### src/rtl/ad9363_cmos_if_pkg.sv
// Shared definitions for the AD9363 CMOS transmit PHY: FSM states, test-mode
// encodings and fixed pattern/ODDR constants.
package ad9363_cmos_if_pkg;

    typedef enum logic [1:0] {
        ST_IDLE = 2'd0,
        ST_FILL = 2'd1,
        ST_RUN  = 2'd2
    } tx_state_e;

    typedef enum logic [1:0] {
        MODE_USER = 2'd0,
        MODE_RAMP = 2'd1,
        MODE_ALT  = 2'd2,
        MODE_ZERO = 2'd3
    } tx_mode_e;

    localparam logic [11:0] PAT_ALT_I     = 12'hAAA;
    localparam logic [11:0] PAT_ALT_Q     = 12'h555;
    localparam logic [15:0] UNDERFLOW_MAX = 16'hFFFF;

    // Rising-half / falling-half levels for the clock and frame ODDRs.
    localparam logic ODDR_D1_HI = 1'b1;
    localparam logic ODDR_D2_LO = 1'b0;

endpackage

### src/rtl/ad9363_tx_fifo.sv
// Sample-pair FIFO with first-word fall-through read data, occupancy count
// and a synchronous flush that also drops any write in the same cycle.
module ad9363_tx_fifo #(
    parameter int unsigned WIDTH = 24,
    parameter int unsigned DEPTH = 8
) (
    input  logic                     clk,
    input  logic                     rst_n,
    input  logic                     flush,
    input  logic                     wr_en,
    input  logic [WIDTH-1:0]         wr_data,
    input  logic                     rd_en,
    output logic [WIDTH-1:0]         rd_data,
    output logic                     full,
    output logic                     empty,
    output logic [$clog2(DEPTH):0]   count
);
    localparam int unsigned AW = $clog2(DEPTH);
    localparam int unsigned CW = AW + 1;

    logic [WIDTH-1:0] r_mem [DEPTH];
    logic [AW:0]      r_wr_ptr;
    logic [AW:0]      r_rd_ptr;
    logic             w_wr;
    logic             w_rd;

    assign w_wr = wr_en & ~full  & ~flush;
    assign w_rd = rd_en & ~empty & ~flush;

    always_ff @(posedge clk or negedge rst_n) begin
        if (!rst_n) begin
            r_wr_ptr <= '0;
            r_rd_ptr <= '0;
        end else if (flush) begin
            r_wr_ptr <= '0;
            r_rd_ptr <= '0;
        end else begin
            if (w_wr) r_wr_ptr <= r_wr_ptr + 1'b1;
            if (w_rd) r_rd_ptr <= r_rd_ptr + 1'b1;
        end
    end

    always_ff @(posedge clk) begin
        if (w_wr) r_mem[r_wr_ptr[AW-1:0]] <= wr_data;
    end

    assign count   = r_wr_ptr - r_rd_ptr;
    assign full    = (count == CW'(DEPTH));
    assign empty   = (count == '0);
    assign rd_data = r_mem[r_rd_ptr[AW-1:0]];

endmodule

### src/rtl/ad9363_cmos_if_tx.sv
// AD9363 1R1T single-port DDR CMOS transmit PHY: buffers user I/Q pairs and
// serializes one pair per clock as I (frame=1) then Q (frame=0).
module ad9363_cmos_if_tx
    import ad9363_cmos_if_pkg::*;
#(
    parameter int unsigned DATA_WIDTH = 12,
    parameter int unsigned FIFO_DEPTH = 8,
    parameter int unsigned FILL_LEVEL = 4
) (
    input  logic                  tx_data_clk,
    input  logic                  rst_n,
    input  logic                  tx_enable,
    input  logic [1:0]            test_mode,
    input  logic                  dac_valid,
    output logic                  dac_ready,
    input  logic [DATA_WIDTH-1:0] dac_data_i1,
    input  logic [DATA_WIDTH-1:0] dac_data_q1,
    output logic                  tx_status,
    output logic [15:0]           underflow_cnt,
    output logic                  tx_clk_out,
    output logic                  tx_frame_out,
    output logic [DATA_WIDTH-1:0] tx_data_out
);
    localparam int unsigned CW = $clog2(FIFO_DEPTH) + 1;

    tx_state_e             r_state;
    tx_state_e             w_state_nxt;
    tx_mode_e              w_mode;
    logic                  w_user;
    logic                  w_full;
    logic                  w_empty;
    logic [CW-1:0]         w_count;
    logic [2*DATA_WIDTH-1:0] w_fifo_rd;
    logic                  w_wr;
    logic                  w_pop;
    logic                  w_underflow;
    logic                  w_clear;
    logic                  w_ramp_inc;
    logic [DATA_WIDTH-1:0] w_out_i;
    logic [DATA_WIDTH-1:0] w_out_q;

    logic                  r_tx_status;
    logic [15:0]           r_underflow_cnt;
    logic [DATA_WIDTH-1:0] r_ramp;
    logic [DATA_WIDTH-1:0] r_out_i;
    logic [DATA_WIDTH-1:0] r_out_q;
    logic [DATA_WIDTH-1:0] r_oddr_i;
    logic [DATA_WIDTH-1:0] r_oddr_q;
    logic                  r_oddr_frame;

    assign w_mode = tx_mode_e'(test_mode);
    assign w_user = (w_mode == MODE_USER);

    // Gated by rst_n so the handshake is closed while reset is held.
    assign dac_ready = rst_n & tx_enable & w_user & ~w_full;
    assign w_wr      = dac_valid & dac_ready;

    ad9363_tx_fifo #(
        .WIDTH (2 * DATA_WIDTH),
        .DEPTH (FIFO_DEPTH)
    ) u_fifo (
        .clk     (tx_data_clk),
        .rst_n   (rst_n),
        .flush   (~tx_enable),
        .wr_en   (w_wr),
        .wr_data ({dac_data_i1, dac_data_q1}),
        .rd_en   (w_pop),
        .rd_data (w_fifo_rd),
        .full    (w_full),
        .empty   (w_empty),
        .count   (w_count)
    );

    always_ff @(posedge tx_data_clk or negedge rst_n) begin
        if (!rst_n) r_state <= ST_IDLE;
        else        r_state <= w_state_nxt;
    end

    always_comb begin
        w_state_nxt = r_state;
        w_pop       = 1'b0;
        w_underflow = 1'b0;
        w_clear     = 1'b0;
        w_ramp_inc  = 1'b0;
        w_out_i     = '0;
        w_out_q     = '0;
        if (!tx_enable) begin
            w_state_nxt = ST_IDLE;
        end else begin
            case (r_state)
                ST_IDLE: begin
                    w_state_nxt = ST_FILL;
                    w_clear     = 1'b1;
                end
                ST_FILL: begin
                    if (w_count >= CW'(FILL_LEVEL) || !w_user) w_state_nxt = ST_RUN;
                end
                ST_RUN: begin
                    case (w_mode)
                        MODE_USER: begin
                            if (w_empty) begin
                                w_underflow = 1'b1;
                                w_state_nxt = ST_FILL;
                            end else begin
                                w_pop              = 1'b1;
                                {w_out_i, w_out_q} = w_fifo_rd;
                            end
                        end
                        MODE_RAMP: begin
                            w_out_i    = r_ramp;
                            w_out_q    = ~r_ramp;
                            w_ramp_inc = 1'b1;
                        end
                        MODE_ALT: begin
                            w_out_i = DATA_WIDTH'(PAT_ALT_I);
                            w_out_q = DATA_WIDTH'(PAT_ALT_Q);
                        end
                        MODE_ZERO: ;
                    endcase
                end
                default: w_state_nxt = ST_IDLE;
            endcase
        end
    end

    always_ff @(posedge tx_data_clk or negedge rst_n) begin
        if (!rst_n) begin
            r_tx_status     <= 1'b0;
            r_underflow_cnt <= '0;
            r_ramp          <= '0;
            r_out_i         <= '0;
            r_out_q         <= '0;
        end else begin
            if (w_clear) begin
                r_tx_status     <= 1'b0;
                r_underflow_cnt <= '0;
            end else if (w_underflow) begin
                r_tx_status <= 1'b1;
                if (r_underflow_cnt != UNDERFLOW_MAX) r_underflow_cnt <= r_underflow_cnt + 16'd1;
            end
            if (w_ramp_inc) r_ramp <= r_ramp + 1'b1;
            r_out_i <= w_out_i;
            r_out_q <= w_out_q;
        end
    end

    // SAME_EDGE ODDR model: both halves captured on the rising edge, then
    // the pin shows D1 while the clock is high and D2 while it is low.
    always_ff @(posedge tx_data_clk or negedge rst_n) begin
        if (!rst_n) begin
            r_oddr_i     <= '0;
            r_oddr_q     <= '0;
            r_oddr_frame <= 1'b0;
        end else begin
            r_oddr_i     <= r_out_i;
            r_oddr_q     <= r_out_q;
            r_oddr_frame <= ODDR_D1_HI;
        end
    end

    assign tx_data_out   = tx_data_clk ? r_oddr_i     : r_oddr_q;
    assign tx_frame_out  = tx_data_clk ? r_oddr_frame : ODDR_D2_LO;
    assign tx_clk_out    = tx_data_clk ? ODDR_D1_HI   : ODDR_D2_LO;
    assign tx_status     = r_tx_status;
    assign underflow_cnt = r_underflow_cnt;

endmodule
### config.mk
export PLATFORM = sky130hd
export DESIGN_NAME = ad9363_cmos_if_tx
export DESIGN_NICKNAME = d
export VERILOG_FILES = /design/src/rtl/ad9363_cmos_if_pkg.sv /design/src/rtl/ad9363_tx_fifo.sv /design/src/rtl/ad9363_cmos_if_tx.sv
export SDC_FILE = /design/constraint.sdc
export NUM_CORES = 1
export LEC_CHECK = 0
export CAP_MARGIN = 20
export CORE_UTILIZATION = 45
export DETAILED_ROUTE_END_ITERATION = 16
export GPL_ROUTABILITY_DRIVEN = 0
export GPL_TIMING_DRIVEN = 0
export PLACE_DENSITY = 0.73
export SYNTH_ARGS = -nofsm -noshare
export SYNTH_HDL_FRONTEND = slang
export SYNTH_HIERARCHICAL = 1
export SYNTH_SLANG_ARGS = --single-unit
### constraint.sdc
create_clock -name tx_data_clk -period 4.94 [get_ports tx_data_clk]
set_clock_uncertainty 0.2 [all_clocks]
set_input_delay 0.988 -clock tx_data_clk [delete_from_list [all_inputs] [get_ports tx_data_clk]]
set_output_delay 0.988 -clock tx_data_clk [all_outputs]
set_load 0.02 [all_outputs]
==> flow_summary.toml <==
[setup_path]
cp_max_fo = 5
slowest_delay_ns = 0.29
r2r_slack_ns = 0.39
startpoint_type = "clock port"
cp.arrival_ns = 3.71
crit_chain = "clkbuf_16 -> clkbuf_16 -> clkbuf_16 -> buf_6 -> clkbuf_16 -> clkbuf_16 -> mux2_4 -> buf_6"
cp.required_ns = 3.75
crit_type = "clk -> out"
path_delay_family = "buffers and inverters"
crit_top_cell = "clkbuf_16"
worstSetupEndpointType = "primary output"
critical_path_buf_inv_count = 7
critPathSlowestCell = "mux2_4"

[global_routing]
antenna_found_initial = 0
grt_max_degree = 70
grt_first_pass_wirelength_um = 37700
grt.total_usage_pct = 19.5
gr-total-overflow = 0
grt_pass1_vias = 6719

[clocking]
cts_tree = "done"
clk_latency_ns = 0.66
clkTransAtPathRegs_ns = 0.06

[layout]
fin_util_pct = 55.9
syn_to_final_growth_pct = 20.6
antenna_cells = 0
drive_above_1_share_pct = 19.0
fin_nets = 877
fillCellCount = 1954
final_area_um2 = 13700

[floorplan]
die_x_um = 161
die_y_um = 161
num_io_pins = 62
fp.coreArea_um2 = 24600
rows = 57
start_util_pct = 46.3
die_area_um2 = 26000

[sta]
report.final.slew_viol_count = 0
final_hold_viol_count = 0
layout_setup_ws_ns = 0.0453
fin_setup_tns_ns = 0
tightest_slew_ns = 0.937
slew_headroom_pct = 37.4
setup_violations = 0
rsz0062_at_grt = "no"

[synthesis]
synth_ff_type = "edfxtp_1"
yosys-top-cells-area = "edfxtp_1, dfrtp_1, mux4_2"
synth_area_um2 = 11400
syn_area_per_cell_um2 = 15.6
seq_area_frac_synth_pct = 69.9
synth_top_area_share_pct = 50.6
synth.net_count = 767
synth_edf_count = 192
synthDistinctLibCells = 64
synth-seq-cells = 280
synth_top_area_cell = "edfxtp_1"
synthArstFlopShare_pct = 31.4
syn_inst = 729
synth_warnings = 6

[power]
p_per_area_nw_per_um2 = 375
leakage_nw = 5.00
irDropWorstVdd_mv = 0.394

[status]
status = "completed"

[detailed_routing]
drc = 0
routed_wl_um = 23800
drt_first_iter_violations = 534
vias = 6555
antenna_left = 0
dr.pass1.iters = 5
wl_per_cell_um = 20.1
avgViaCountPerCell = 5.54

[worst_hold_path]
worstHoldPathType = "in -> async"

[placement]
post-dp-hpwl_um = 15600
dpl_cell_area_um2 = 12700
dp_slack_ns = -0.133
io_buffers = 61

[flow_run]
drv_cap = 0
worst register-to-register path: stages, from the launching register on:
cell	delay (ns)
dfrtp_1	0.32
clkbuf_1	0.41
inv_2	0.30
ha_1	0.40
and3b_1	0.21
o21ai_1	0.28
a21oi_2	0.15
nor4_2	0.32
and2_1	0.27
nand3b_1	0.35
nor3_4	0.81
buf_16	0.23
where the power goes:
group	total (mW)	switching, mW	internal (mW)
Clock	2.47	1.01	1.45
Combinational	0.143	0.0864	0.0567
Sequential	2.55	0.0170	2.53
final timing paths:
kind,startpoint,end,cells after the start
setup / recovery,tx_data_clk,tx_data_out[10],8
hold / removal,rst_n,underflow_cnt[8],1
setup reg to reg,u_fifo/r_rd_ptr[2],u_fifo/r_mem[5][6],11
hold reg to reg,r_out_i[5],r_oddr_i[5],0
max in group asynchronous,rst_n,r_out_q[0],2
min in group tx_data_clk,r_out_i[5],r_oddr_i[5],0
layout make-up:
cell class / instances / area, um2 / share of cell area [%]
flip-flops and latches: 280 / 7970 / 57.9
plain buffers: 36 / 166 / 1.21
repair buffers: 58 / 638 / 4.64
clock buffers: 59 / 1110 / 8.09
well taps: 324 / 405 / 2.95
multi-input cells: 400 / 3320 / 24.1
clock inverters: 15 / 95.1 / 0.692
inverters: 12 / 45.0 / 0.328
layer usage:
metal | track usage [%] | share of wire, %
met1 | 25.2 | 41
met2 | 31.2 | 49
met3 | 5.60 | 7.4
met4 | 7.80 | 2.7
met5 | 0 | 0
per-stage QoR:
step	hold WS (ns)	total power, mW	instances
after global routing	0.0270	5.33	1184
after CTS	0.0195	5.22	1184
after global placement	0.133	2.85	1114
final	0.0179	5.16	1184
after detailed placement	0.135	2.86	1125
after floorplan	0.131	2.74	729
layout by cell type, fill, tap and decap left out, types with 7 or more instances in the layout:
cell type / instances
a21oi_1: 24
buf_2: 7
buf_6: 16
clkbuf_1: 29
clkbuf_16: 37
clkdlybuf4s50_1: 47
dfrtp_1: 88
edfxtp_1: 192
ha_1: 7
inv_1: 11
mux2_2: 12
mux4_2: 48
nand2_1: 96
nand3_1: 10
nand4_1: 13
nor2_1: 31
nor2b_1: 14
nor3_1: 7
o21ai_0: 9
o22a_1: 7
o31ai_1: 7
or3_1: 8
xnor2_1: 8
xor2_1: 8
cells in the mapped netlist, drive strengths merged (3+ instances only):
cell type,instances
edfxtp,192
nand2,96
dfrtp,88
mux4,48
nor2,33
a21oi,25
clkbuf,25
nand4,14
nor2b,14
mux2,13
buf,12
inv,12
nor3,12
o21ai,11
nand3,10
or3,9
nor4,8
xnor2,8
xor2,8
and3,7
ha,7
o22a,7
o31ai,7
nand2b,6
a22oi,5
o311ai,5
and4,4
mux2i,4
or4,4
a21o,3
a221o,3
and2,3
nand3b,3
or2,3
logic make-up after synthesis:
group                    count (synthesis)  synth area share, %
XOR/XNOR                                16                 1.23
multiplexers                            65                 11.1
other                                    1               0.0329
AND/OR/NAND/NOR                        230                 10.0
buffers and inverters                   49                 1.79
AO/OA/AOI/OAI                           80                 4.99
flip-flops                             280                 69.9
adder cells (fa/ha/maj)                  8                0.944
sequential cells by signal (all words and copies together), names as in the netlist, 2 cells and up:
signal and cells:
underflow_cnt 16, u_fifo/r_mem 192, r_out_q 12, r_oddr_q 12
r_state 2, u_fifo/r_wr_ptr 4, u_fifo/r_rd_ptr 4, r_out_i 12
r_oddr_i 12, r_ramp 12
repair_timing:
item | CTS | global route
setup buffers | 1 | 0
hold buffers | 0 | 0
setup endpoints to repair | 101 | 0
resized for setup | 65 | 0
Power figures use the tool's default switching activity.
